--- src/rtl/msrh_lsu_pkg.sv ---
// msrh_lsu_pkg: L2 request command/source types, widths and the round-robin step helper
package msrh_lsu_pkg;
    localparam int PADDR_W       = 40;
    localparam int ICACHE_DATA_W = 64;
    localparam int L2_CMD_TAG_W  = 4;
    localparam int L2_SRC_W      = 2;
    localparam int L2_ARB_TAG_W  = L2_CMD_TAG_W + L2_SRC_W;

    typedef enum logic [1:0] {
        M_XRD = 2'd0,
        M_XWR = 2'd1,
        M_PFR = 2'd2,
        M_NOP = 2'd3
    } mem_cmd_t;

    typedef enum logic [L2_SRC_W-1:0] {
        SRC_IC  = 2'd0,
        SRC_L1D = 2'd1,
        SRC_PTW = 2'd2
    } l2_src_t;

    // Advance a requester index modulo 3.
    function automatic logic [1:0] rr_inc3(input logic [1:0] p);
        return (p == 2'd2) ? 2'd0 : p + 2'd1;
    endfunction
endpackage

--- src/rtl/msrh_rr_arbiter3.sv ---
// msrh_rr_arbiter3: three-way round-robin pick starting at ptr; one-hot grant and pointer after the winner
module msrh_rr_arbiter3
    import msrh_lsu_pkg::*;
(
    input  logic [1:0] ptr,
    input  logic [2:0] valid,
    output logic [2:0] grant,
    output logic [1:0] next_ptr
);
    logic [3:0] v;
    logic [1:0] c1;
    logic [1:0] c2;
    logic [1:0] win;
    logic       any;

    // Search ptr, ptr+1, ptr+2; the padded bit keeps every index in range.
    always_comb begin
        v        = {1'b0, valid};
        c1       = rr_inc3(ptr);
        c2       = rr_inc3(c1);
        win      = v[ptr] ? ptr : v[c1] ? c1 : c2;
        any      = |valid;
        grant    = {3{any}} & 3'(4'd1 << win);
        next_ptr = any ? rr_inc3(win) : ptr;
    end
endmodule

--- src/rtl/msrh_l2_req_arbiter.sv ---
// msrh_l2_req_arbiter: merges IC/L1D/PTW L2 requests round-robin and routes responses by source tag; MSRH_L2_ARB_PERF_CNT_EN adds grant/stall counters
module msrh_l2_req_arbiter
    import msrh_lsu_pkg::*;
#(
    parameter int TAG_W  = msrh_lsu_pkg::L2_CMD_TAG_W,
    parameter int ADDR_W = msrh_lsu_pkg::PADDR_W,
    parameter int DATA_W = msrh_lsu_pkg::ICACHE_DATA_W,
    parameter int SRC_W  = 2
) (
    input  logic                   i_clk,
    input  logic                   i_reset,
    input  logic                   i_ic_req_valid,
    input  mem_cmd_t               i_ic_req_cmd,
    input  logic [ADDR_W-1:0]      i_ic_req_addr,
    input  logic [TAG_W-1:0]       i_ic_req_tag,
    input  logic [DATA_W-1:0]      i_ic_req_data,
    input  logic [DATA_W/8-1:0]    i_ic_req_byte_en,
    output logic                   o_ic_req_ready,
    input  logic                   i_l1d_req_valid,
    input  mem_cmd_t               i_l1d_req_cmd,
    input  logic [ADDR_W-1:0]      i_l1d_req_addr,
    input  logic [TAG_W-1:0]       i_l1d_req_tag,
    input  logic [DATA_W-1:0]      i_l1d_req_data,
    input  logic [DATA_W/8-1:0]    i_l1d_req_byte_en,
    output logic                   o_l1d_req_ready,
    input  logic                   i_ptw_req_valid,
    input  mem_cmd_t               i_ptw_req_cmd,
    input  logic [ADDR_W-1:0]      i_ptw_req_addr,
    input  logic [TAG_W-1:0]       i_ptw_req_tag,
    input  logic [DATA_W-1:0]      i_ptw_req_data,
    input  logic [DATA_W/8-1:0]    i_ptw_req_byte_en,
    output logic                   o_ptw_req_ready,
    output logic                   o_l2_req_valid,
    output mem_cmd_t               o_l2_req_cmd,
    output logic [ADDR_W-1:0]      o_l2_req_addr,
    output logic [TAG_W+SRC_W-1:0] o_l2_req_tag,
    output logic [DATA_W-1:0]      o_l2_req_data,
    output logic [DATA_W/8-1:0]    o_l2_req_byte_en,
    input  logic                   i_l2_req_ready,
    input  logic                   i_l2_resp_valid,
    input  logic [TAG_W+SRC_W-1:0] i_l2_resp_tag,
    input  logic [DATA_W-1:0]      i_l2_resp_data,
    output logic                   o_l2_resp_ready,
    output logic                   o_ic_resp_valid,
    output logic [TAG_W-1:0]       o_ic_resp_tag,
    output logic [DATA_W-1:0]      o_ic_resp_data,
    input  logic                   i_ic_resp_ready,
    output logic                   o_l1d_resp_valid,
    output logic [TAG_W-1:0]       o_l1d_resp_tag,
    output logic [DATA_W-1:0]      o_l1d_resp_data,
    input  logic                   i_l1d_resp_ready,
    output logic                   o_ptw_resp_valid,
    output logic [TAG_W-1:0]       o_ptw_resp_tag,
    output logic [DATA_W-1:0]      o_ptw_resp_data,
    input  logic                   i_ptw_resp_ready,
    output logic                   o_resp_err
`ifdef MSRH_L2_ARB_PERF_CNT_EN
    ,
    output logic [31:0]            o_perf_grant_cnt [3],
    output logic [31:0]            o_perf_stall_cnt
`endif
);
    logic [2:0]          req_v;
    logic [2:0]          grant;
    logic [1:0]          ptr;
    logic [1:0]          next_ptr;
    logic                load_en;
    l2_src_t             win_src;
    mem_cmd_t            sel_cmd;
    logic [ADDR_W-1:0]   sel_addr;
    logic [TAG_W-1:0]    sel_tag;
    logic [DATA_W-1:0]   sel_data;
    logic [DATA_W/8-1:0] sel_be;

    logic                rbuf_valid;
    logic [SRC_W-1:0]    rbuf_src;
    logic [TAG_W-1:0]    rbuf_tag;
    logic [DATA_W-1:0]   rbuf_data;
    logic [SRC_W-1:0]    resp_src;
    logic                dest_ready;
    logic                resp_accept;
    logic                resp_illegal;

    assign req_v   = {i_ptw_req_valid, i_l1d_req_valid, i_ic_req_valid};
    assign load_en = !o_l2_req_valid | i_l2_req_ready;

    msrh_rr_arbiter3 u_rr (
        .ptr      (ptr),
        .valid    (req_v),
        .grant    (grant),
        .next_ptr (next_ptr)
    );

    assign o_ic_req_ready  = load_en & grant[0];
    assign o_l1d_req_ready = load_en & grant[1];
    assign o_ptw_req_ready = load_en & grant[2];

    // Select the winning requester's payload.
    always_comb begin
        win_src  = grant[2] ? SRC_PTW : grant[1] ? SRC_L1D : SRC_IC;
        sel_cmd  = grant[2] ? i_ptw_req_cmd     : grant[1] ? i_l1d_req_cmd     : i_ic_req_cmd;
        sel_addr = grant[2] ? i_ptw_req_addr    : grant[1] ? i_l1d_req_addr    : i_ic_req_addr;
        sel_tag  = grant[2] ? i_ptw_req_tag     : grant[1] ? i_l1d_req_tag     : i_ic_req_tag;
        sel_data = grant[2] ? i_ptw_req_data    : grant[1] ? i_l1d_req_data    : i_ic_req_data;
        sel_be   = grant[2] ? i_ptw_req_byte_en : grant[1] ? i_l1d_req_byte_en : i_ic_req_byte_en;
    end

    // Output valid and round-robin pointer; both move only when the slot can take a new request.
    always_ff @(posedge i_clk) begin
        if (i_reset) begin
            o_l2_req_valid <= 1'b0;
            ptr            <= 2'd0;
        end else if (load_en) begin
            o_l2_req_valid <= |req_v;
            ptr            <= next_ptr;
        end
    end

    // Request payload capture; contents are meaningless while valid is low.
    always_ff @(posedge i_clk) begin
        if (load_en && |req_v) begin
            o_l2_req_cmd     <= sel_cmd;
            o_l2_req_addr    <= sel_addr;
            o_l2_req_tag     <= {win_src, sel_tag};
            o_l2_req_data    <= sel_data;
            o_l2_req_byte_en <= sel_be;
        end
    end

    assign resp_src        = i_l2_resp_tag[TAG_W +: SRC_W];
    assign resp_illegal    = resp_src == 2'd3;
    assign dest_ready      = (rbuf_src == SRC_PTW) ? i_ptw_resp_ready :
                             (rbuf_src == SRC_L1D) ? i_l1d_resp_ready : i_ic_resp_ready;
    assign o_l2_resp_ready = !rbuf_valid | dest_ready;
    assign resp_accept     = i_l2_resp_valid & o_l2_resp_ready;

    // Response entry occupancy and the sticky illegal-source flag.
    always_ff @(posedge i_clk) begin
        if (i_reset) begin
            rbuf_valid <= 1'b0;
            o_resp_err <= 1'b0;
        end else begin
            if (resp_accept && !resp_illegal)
                rbuf_valid <= 1'b1;
            else if (dest_ready)
                rbuf_valid <= 1'b0;
            if (resp_accept && resp_illegal)
                o_resp_err <= 1'b1;
        end
    end

    // Response payload capture for legal sources.
    always_ff @(posedge i_clk) begin
        if (resp_accept && !resp_illegal) begin
            rbuf_src  <= resp_src;
            rbuf_tag  <= i_l2_resp_tag[TAG_W-1:0];
            rbuf_data <= i_l2_resp_data;
        end
    end

    assign o_ic_resp_valid  = rbuf_valid & (rbuf_src == SRC_IC);
    assign o_l1d_resp_valid = rbuf_valid & (rbuf_src == SRC_L1D);
    assign o_ptw_resp_valid = rbuf_valid & (rbuf_src == SRC_PTW);
    assign o_ic_resp_tag    = rbuf_tag;
    assign o_l1d_resp_tag   = rbuf_tag;
    assign o_ptw_resp_tag   = rbuf_tag;
    assign o_ic_resp_data   = rbuf_data;
    assign o_l1d_resp_data  = rbuf_data;
    assign o_ptw_resp_data  = rbuf_data;

`ifdef MSRH_L2_ARB_PERF_CNT_EN
    // Per-source grant counters and downstream stall counter, free-running with wrap.
    always_ff @(posedge i_clk) begin
        if (i_reset) begin
            for (int i = 0; i < 3; i++)
                o_perf_grant_cnt[i] <= 32'd0;
            o_perf_stall_cnt <= 32'd0;
        end else begin
            for (int i = 0; i < 3; i++)
                if (load_en && grant[i])
                    o_perf_grant_cnt[i] <= o_perf_grant_cnt[i] + 32'd1;
            if (o_l2_req_valid && !i_l2_req_ready)
                o_perf_stall_cnt <= o_perf_stall_cnt + 32'd1;
        end
    end
`endif
endmodule
--- config.mk ---
export PLATFORM = sky130hd
export DESIGN_NAME = msrh_l2_req_arbiter
export DESIGN_NICKNAME = d
export VERILOG_FILES = /design/src/rtl/msrh_lsu_pkg.sv /design/src/rtl/msrh_rr_arbiter3.sv /design/src/rtl/msrh_l2_req_arbiter.sv
export SDC_FILE = /design/constraint.sdc
export NUM_CORES = 1
export LEC_CHECK = 0
export ABC_CLOCK_PERIOD_IN_PS = 5170
export CORE_AREA = 2 2 294 296
export CTS_BUF_LIST = sky130_fd_sc_hd__clkbuf_4 sky130_fd_sc_hd__clkbuf_8
export DETAILED_ROUTE_END_ITERATION = 7
export DIE_AREA = 0 0 296 298
export PLACE_DENSITY_LB_ADDON = 0.3
export SKIP_LAST_GASP = 1
export SYNTH_ARGS = -nofsm -noshare
export SYNTH_HDL_FRONTEND = slang
export SYNTH_SLANG_ARGS = --single-unit
export TNS_END_PERCENT = 30
--- constraint.sdc ---
create_clock -name i_clk -period 5.17 [get_ports i_clk]
set_clock_uncertainty 0.15 [all_clocks]
set_input_delay 1.034 -clock i_clk [delete_from_list [all_inputs] [get_ports i_clk]]
set_output_delay 1.034 -clock i_clk [all_outputs]
set_load 0.02 [all_outputs]
Word level (Yosys, flattened, before mapping)
Index checks and enable logic that the tools add are counted.

Add/subtract/negate cells: 3. Order comparisons: 2. Eq/ne operators: 6. Shift-type cells: 1. Muxes and demuxes: 24. Bitwise gates (word level): 10. Reductions and logical operators: 10.

Operator list (number): 64-bit two-way mux (2); 40-bit two-way mux (2); 8-bit two-way mux (2); 2-bit two-way mux (7); 2-bit == test (second input constant) (5); 4-bit two-way mux (2); 1-bit AND (7); 1-bit two-way mux (7); 2-bit by 1-bit adder with 2-bit output (second input constant) (3); 2-bit by 3-bit < comparator with 1-bit output (second input constant) (2); 1-bit binary-select mux with 2-bit select (2); 3-bit AND (1); 1-bit logical AND (3); 1-bit logical NOT (3); 3-bit OR reduction (1); 1-bit by 2-bit left shift with 3-bit output (first input constant) (1); 2-bit by 1-bit == test with 1-bit output (second input constant) (1); 2-bit logical NOT (1); 1-bit bitwise OR (2); 2-bit AND reduction (1); 2-bit nonzero test (1).

Register bits after elaboration: 195. Bits of input ports: 434. Output and inout port bits: 333.

Longest topological paths before layout
Depth in word-level cells: 10. Gate-level depth with buffers: 6. Mapped depth without buffers: 5.

By module
A second synthesis with hierarchy kept.

Cell total of the unflattened synthesis: 774. Area, all modules: 9534.1 µm².

By module, submodules not included: msrh_l2_req_arbiter (instances 1, cells each 754, area each 9416.5 µm²); msrh_rr_arbiter3 (instances 1, cells each 20, area each 117.6 µm²).

Worst setup path before layout
No wires, ideal clock.

Path kind: input to register. Start point: input i_ic_resp_ready. End point: register rbuf_data[0] (netlist: o_ic_resp_data[0]), enable pin. Library setup time: 0.521 ns. Arrival: 4.785 ns. Required time: 4.499 ns. Slack: -0.286 ns. Cell stages on the path: 3. Buffers on the path: 0. Cell sequence: mux2i_1 mux2_2 a21oi_1.

Longest elaborated chain between the ends: 5.

Ends and longest elaborated chain: start, declared (line msrh_l2_req_arbiter.sv:47) `input logic i_ic_resp_ready,`; 1-bit two-way mux (line msrh_l2_req_arbiter.sv:133) `(rbuf_src == SRC_L1D) ? i_l1d_resp_ready : i_ic_resp_ready;`; 1-bit two-way mux (line msrh_l2_req_arbiter.sv:132) `assign dest_ready = (rbuf_src == SRC_PTW) ? i_ptw_resp_ready :`; 1-bit bitwise OR (line msrh_l2_req_arbiter.sv:134) `assign o_l2_resp_ready = !rbuf_valid | dest_ready;`; 1-bit AND (line msrh_l2_req_arbiter.sv:135) `assign resp_accept = i_l2_resp_valid & o_l2_resp_ready;`; 1-bit logical AND (line msrh_l2_req_arbiter.sv:154) `if (resp_accept && !resp_illegal) begin`; end signal, assigned (line msrh_l2_req_arbiter.sv:157) `rbuf_data <= i_l2_resp_data;`; end, declared (line msrh_l2_req_arbiter.sv:78) `logic [DATA_W-1:0] rbuf_data;`.

No other way between the ends. A chain may end at the register's enable or synchronous reset.

Worst setup path in the final report
Start point: input i_l1d_req_valid. End point: output o_ptw_req_ready.

Longest elaborated chain between the ends: 7. Elaborated cells on any way between the ends: 10. Those cells by class: 1 x shift; 6 x mux; 2 x bitwise; 1 x reduce/logical.

Ends and longest elaborated chain: start, declared (line msrh_l2_req_arbiter.sv:19) `input logic i_l1d_req_valid,`; 1-bit binary-select mux with 2-bit select (line msrh_rr_arbiter3.sv:21) `win = v[ptr] ? ptr : v[c1] ? c1 : c2;`; 1-bit two-way mux (not written as such) (line msrh_rr_arbiter3.sv:21); 2-bit two-way mux (2 in a row) (line msrh_rr_arbiter3.sv:21); 1-bit by 2-bit left shift with 3-bit output (line msrh_rr_arbiter3.sv:23) `grant = {3{any}} & 3'(4'd1 << win);`; 3-bit AND (*) (line msrh_rr_arbiter3.sv:23); 1-bit AND (*) (line msrh_l2_req_arbiter.sv:96) `assign o_ptw_req_ready = load_en & grant[2];`; end, declared (line msrh_l2_req_arbiter.sv:32) `output logic o_ptw_req_ready,`.

Every way passes the cells marked *; elsewhere a longest branch is shown, timed or not. The select of a mux whose other input is x is not followed.

==> metrics.md <==
| Metric | Value |
|---|---|
| Outcome | finished, final reports clean |
| Die Y | roughly 300 um |
| Clk sink count | between 150 and 200 |
| Worst setup SP type | primary input |
| Residual DRC count | 0 |
| Largest net degree at the start of global routing | 77 |
| Share of layout cells above drive strength 1 | 0.2118 |
| Pwr Density | 253.5 nW/um^2 |
| Adder-Cell Fraction of Synth Area | 0 |
| Num CTS Buffers | 17 |
| Hold/Removal Path Class | reg -> reg |
| Clock latency on the worst-skew pair | between 0.5 and 0.6 ns |
| GR Util met2 | 0.1982 |
| Boundary pin count | around 770 |
| Post-synthesis mux area share | 0.3177 |
| YS warnings | 0 |
| Core Box Area | 84,880 um^2 |
| Period minus WS final | between 4 and 5 ns |
| Setup-failing EPs final | 0 |
| Fin cells | 2,432 |
| Simple-gate portion of the synthesized area | 0.01248 |
| Final worst slack | 0.9517 ns |
| Synthesized area | 10,830 um^2 |
| Kind of critical path | in -> out |
| Syn nets | about 1,100 |
| Slew margin rel. | 0.4192 |
| Vias per inst | 3.185 |
| Most frequent cells in the layout | clkdlybuf4s50_1, mux2_4, edfxtp_1 |
| Global-route wire length before repair | 63.36 mm |
| # rows | 107 |
| Post-synth top area cell | edfxtp_1 |
| Synth Register Bits | 195 |
| Slew @ Worst Pin | slightly below 0.9 ns |
| Clock Tree Root | clkbuf_8 |
| Fillers | 9,091 |
| RD Place Congestion | roughly 0.79 |
| Synth Area in XOR/XNOR | 0 |
| Compound-Gate Fraction of Synth Area | 0.008437 |
| Initial antenna violation count | 5 |
| Met1 global-route usage | 0.1069 |
| Hold_buf cts | 0 |
| Tcrit/Tclk final | 0.8159 |
| Final hold viol count | 0 |
| Crit end category | output pin |
| Area delta synth->final | 76.73% |
| Final Max Slew Viols | 0 |
| Crit-path most repeated cell | clkdlybuf4s50_1 |
| Syn avg cell area | around 17 um^2 |
| Post-CTS Setup Bufs | 0 |
| IO buf count | between 700 and 800 |
| Vias in the first global route | a little over 8,000 |
| Slowest CP cell | clkdlybuf4s50_1 |
| 1st-pass router iterations | 4 |
| Vias | between 7,000 and 8,000 |
| Most common cell after layout, fill and taps aside | clkdlybuf4s50_1 |
| Worst Path Max Fanout | 6 |
| Register area share after synthesis | 0.5363 |
| Placed Instances | ~2,400 |
| Worst vdd ir | about 0.00019 V |
| Initial core utilization | 0.1275 |
| CP Data Required Time | approximately 4 ns |
| Post-synthesis instance total | between 600 and 700 |
| RSZ-0062 raised after global routing | false |
| WL final | slightly below 50 mm |
| Antenna viol nets, final | 0 |
| Critical Path AT | just over 3 ns |
| Worst path cell trace | clkdlybuf4s50_1, nor3_1, a21o_1, inv_6, and3_1, clkdlybuf4s50_1 |
| Max Cap Violations | 0 |
| Die Wd | around 300 um |
| GR peak layer | met2 |
| Largest family of logic cells by synthesized area | multiplexers |
| Yosys cell types | 31 |
| Clock Tree Buf Depth | 2 |
| Tot GR Track Use | 0.1055 |
| Wirelength per Cell | ~20 um |
| Max Clk Rate | between 200 and 250 MHz |
| H-Tree Depth | 4 |
| DP Worst Slack | ~0.92 ns |
| Die ar. | ~90,000 um^2 |
| Leakage power | slightly above 7 nW |
| Synth top area share | 0.5270 |
| Grt total ovfl | 0 |
| Post-DP HPWL | slightly above 40 mm |
| Clk slew on worst S/H paths | 0.09 ns |
| Nets | roughly 1,700 |
| Met3 usage | 0.03790 |
| CP peak stage delay | about 0.67 ns |
| Synth top area cells | edfxtp_1, mux2_4, buf_4 |
| Initial DRC Count | 260 |
| # resized after CTS | 0 |
| CTS tree | done |
[metrics by stage]
stage	area [um^2]	power [mW]	hold slack, ns	utilization	TNS, ns
after floorplan	10830	2.989	0.3473	-	-0.4519
after global placement	18750	3.871	0.3935	0.2209	0
after detailed placement	18750	3.877	0.3908	0.2209	0
after CTS	19120	4.972	0.4042	0.2253	0
after global routing	19120	5.088	0.4376	0.2253	0
final	19130	4.849	0.4178	0.2254	0
[sequential cells by signal, indices dropped and copies added (netlist names)]
| signal | cells |
|---|---|
| o_ic_resp_data | 64 |
| o_ic_resp_tag | 4 |
| o_l2_req_addr | 40 |
| o_l2_req_byte_en | 8 |
| o_l2_req_cmd | 2 |
| o_l2_req_data | 64 |
| o_l2_req_tag | 6 |
| o_l2_req_valid | 1 |
| o_resp_err | 1 |
| ptr | 2 |
| rbuf_src | 2 |
| rbuf_valid | 1 |
[kinds of logic after synthesis]
family	after synthesis
AND/OR/NAND/NOR	25
flip-flops	195
buffers and inverters	169
AO/OA/AOI/OAI	12
multiplexers	239
[synthesized netlist by cell type, drive strengths merged]
cell,instances
a21oi,4
a32o,1
mux2i,2
inv,7
a21o,1
nand2,8
nor2b,2
nor3,1
nand2b,2
dfxtp,5
mux2,237
and3,1
nand3,1
a22o,1
o21ai,1
a31o,1
a2111oi,1
and3b,1
nor2,4
clkbuf,1
edfxtp,190
and4b,1
nor3b,4
a311oi,1
o211ai,1
buf,161
[final timing paths]
check,from,to,slack (ns),cells after the start
hold / removal,ptr[1],ptr[1],0.42,2
setup reg to reg,ptr[0],o_l2_req_addr[22],2.37,5
setup / recovery,i_l1d_req_valid,o_ptw_req_ready,0.95,6
hold reg to reg,ptr[1],ptr[1],0.42,2
[layer usage]
| metal | share of wire | routed length (um) |
|---|---|---|
| met5 | 0.00056 | 27 |
| met4 | 0.021 | 1030 |
| met3 | 0.085 | 4129 |
| met2 | 0.54 | 25920 |
| met1 | 0.36 | 17270 |
[worst max-delay path, delay by kind of cell]
kind	cells	cell delay, ns
AO/OA/AOI/OAI	1	0.25
buffers and inverters	3	1.37
AND/OR/NAND/NOR	2	0.38
[power breakdown]
part           leakage [nW]  total [mW]  internal [mW]  switching, mW
clock network         0.192        1.05          0.413          0.634
registers              1.92        2.06           1.96          0.108
logic                  5.12        1.74           1.01          0.732
total                  7.23        4.85           3.38           1.47
[layout make-up]
class	count	area (um^2)	area share
repair buffers	774	7790	0.4072
well taps	1144	1431	0.07482
flip-flops and latches	195	5806	0.3034
clock buffers	22	271.5	0.01419
multi-input cells	276	3689	0.1928
inverters	7	31.28	0.001635
diodes	4	10.01	0.0005232
clock inverters	10	103.9	0.005428
(Power assumes the default switching activity.)
==> edit, RTL diff (same flow settings) <==
Register the output `o_resp_err` once more; this adds one clock of latency there. The other outputs are not delayed to match.
--- a/src/rtl/msrh_l2_req_arbiter.sv
+++ b/src/rtl/msrh_l2_req_arbiter.sv
@@ -60,6 +60,8 @@
     output logic [31:0]            o_perf_stall_cnt
 `endif
 );
+
+    logic o_resp_err_s0;
     logic [2:0]          req_v;
     logic [2:0]          grant;
     logic [1:0]          ptr;
@@ -138,14 +140,14 @@
     always_ff @(posedge i_clk) begin
         if (i_reset) begin
             rbuf_valid <= 1'b0;
-            o_resp_err <= 1'b0;
+            o_resp_err_s0 <= 1'b0;
         end else begin
             if (resp_accept && !resp_illegal)
                 rbuf_valid <= 1'b1;
             else if (dest_ready)
                 rbuf_valid <= 1'b0;
             if (resp_accept && resp_illegal)
-                o_resp_err <= 1'b1;
+                o_resp_err_s0 <= 1'b1;
         end
     end
 
@@ -184,4 +186,8 @@
         end
     end
 `endif
+    always_ff @(posedge i_clk) begin
+        o_resp_err <= o_resp_err_s0;
+    end
+
 endmodule
Function: changed (a bounded check fails within 4 cycles, from zero or initial values and one cycle with i_reset high).
==> edit against the original RTL <==
- synthesized cell count increased by 0.16%
- synthesized area grew 0.18%
- register-to-register slack gained 120 ps
- total power increased by 2.1%
- sequential cell count up 1
- wire length grew 2.3%
- design area grew 0.16%
- setup slack got worse by 140 ps
- critical endpoint unchanged
- largest cell class unchanged
- highest routed layer is now met4
==> edit: results (changes against the original RTL) <==
H-Tree Depth=4 (unchanged); flop-to-flop setup slack=2490 ps (was 2370 ps); first-pass GRT wire length=65.1 mm (was 63.4 mm); Worst R2R Path Depth=5 (unchanged); synth cell count leaders=200 x mux2_4, 190 x edfxtp_1, 136 x buf_4 (unchanged); Max FO, Critical Path=12 (was 6); layout cells sized above 1=21.0% (was 21.2%); CP max stage delay=820 ps (was 670 ps); Worst-Skew Late Latency=580 ps; number of flops mapped to enable cells by yosys=190 (unchanged); Pleak=7.24 nW (was 7.23 nW); CP max-delay cell=clkdlybuf4s50_1 (unchanged); Post-Syn Nets=1075 (was 1074); Crit path max-delay family=buffers and inverters (unchanged); Post-synth ARST share=0% (unchanged); pin count of the biggest net entering global routing=71 (was 77); ys flop type=edfxtp_1 (unchanged); sequential share of the synthesized area=53.7% (was 53.6%); initial antenna violation count=2 (was 5); final RePlAce weighted congestion=0.762 (was 0.793); Post-CTS Setup Inserts=0 (unchanged); DPL Wire Length=41.1 mm (was 40.5 mm); Port Buffers=766 (unchanged); drt initial violations=275 (was 260); Num CTS Buffers=17 (unchanged); CP Data Arrival Time=3180 ps (was 3030 ps); Worst Hold Class=reg2reg (unchanged); worst hold start=o_resp_err_s0 (was ptr[1]); FF-to-FF Start=ptr[0] (unchanged); YS warnings=0 (unchanged); end of the worst hold path=o_resp_err (was ptr[1]); VDD IR max=0.000187 V (was 0.000191 V); Netlist cell types=31 (unchanged); Inserted Diodes=0 (was 4); actual slew at the worst max-slew pin=981 ps (was 871 ps); GRT Util Overall=10.9% (was 10.5%); final net count=1705 (unchanged); Initial DRT Pass Iterations=4 (unchanged); Worst Setup SP=i_l1d_req_valid (unchanged); CTS Buffer Depth=2 (unchanged); post_cts resized=0 (unchanged); vias per inst=3.15 (was 3.19); outcome=completed (unchanged); vias in the first global route=8312 (was 8262); # fillers=9036 (was 9091); worst reg2reg endpoint=o_l2_req_tag[2] (was o_l2_req_addr[22]); Clock Root Buffer=clkbuf_8 (unchanged); WHS Path Cells=0 (was 2); synth top area cells=edfxtp_1 53%, mux2_4 28%, buf_4 9.4%, mux2_2 2.9%, buf_12 2.0% (unchanged); Slew Viols, Final=0 (unchanged); drt wl/cell=20.4 um (was 19.9 um); clk slew on worst S/H paths=100 ps
edit: through the flow:
| step | setup WS (ps) | setup TNS (ps) | hold slack, ps | std cells |
|---|---|---|---|---|
| floorplan | -228 | -452 | 181 | 641 |
| global placement | 828 | 0 | 205 | 2396 |
| detailed placement | 798 | 0 | 202 | 2396 |
| CTS | 783 | 0 | 228 | 2428 |
| global route | 738 | 0 | 229 | 2428 |
| finish | 811 | 0 | 227 | 2428 |
edit: where the power goes:
| part | total [mW] | internal, mW | switching, mW | leakage, nW |
|---|---|---|---|---|
| logic | 1.76 | 1.01 | 0.750 | 5.12 |
| clock network | 1.14 | 0.501 | 0.638 | 0.202 |
| registers | 2.06 | 1.96 | 0.0949 | 1.93 |
edit: how the worst max path moves through the flow:
stage | slack (ps) | endpoint
floorplan | -230 | o_l1d_req_ready
global placement | 830 | o_ptw_req_ready
detailed placement | 800 | o_ptw_req_ready
CTS | 780 | o_ptw_req_ready
global route | 740 | o_ptw_req_ready
finish | 810 | o_ptw_req_ready
edit: cell type report:
cell class | instances | area, um^2 | area share (%)
repair buffers | 773 | 7770 | 40.5
flip-flops and latches | 196 | 5830 | 30.4
multi-input cells | 276 | 3690 | 19.2
well taps | 1144 | 1430 | 7.47
clock buffers | 21 | 264 | 1.38
clock inverters | 11 | 151 | 0.790
inverters | 7 | 31.3 | 0.163
edit: per-layer routing:
layer,GRT usage [%],vias to the layer above,share of wire [%]
li1,-,3488,-
met1,9.98,3671,34
met2,21.3,463,55
met3,4.42,31,9.3
met4,3.37,0,1.6
met5,0,-,0
edit: kinds of logic (layout without fill, tap and decap cells):
family	after synthesis	count (layout)	share of synthesized area, %
compound gates	12	12	0.842
buf+inv	169	812	12.5
flops	196	196	53.7
mux	239	239	31.7
simple gates	25	25	1.25
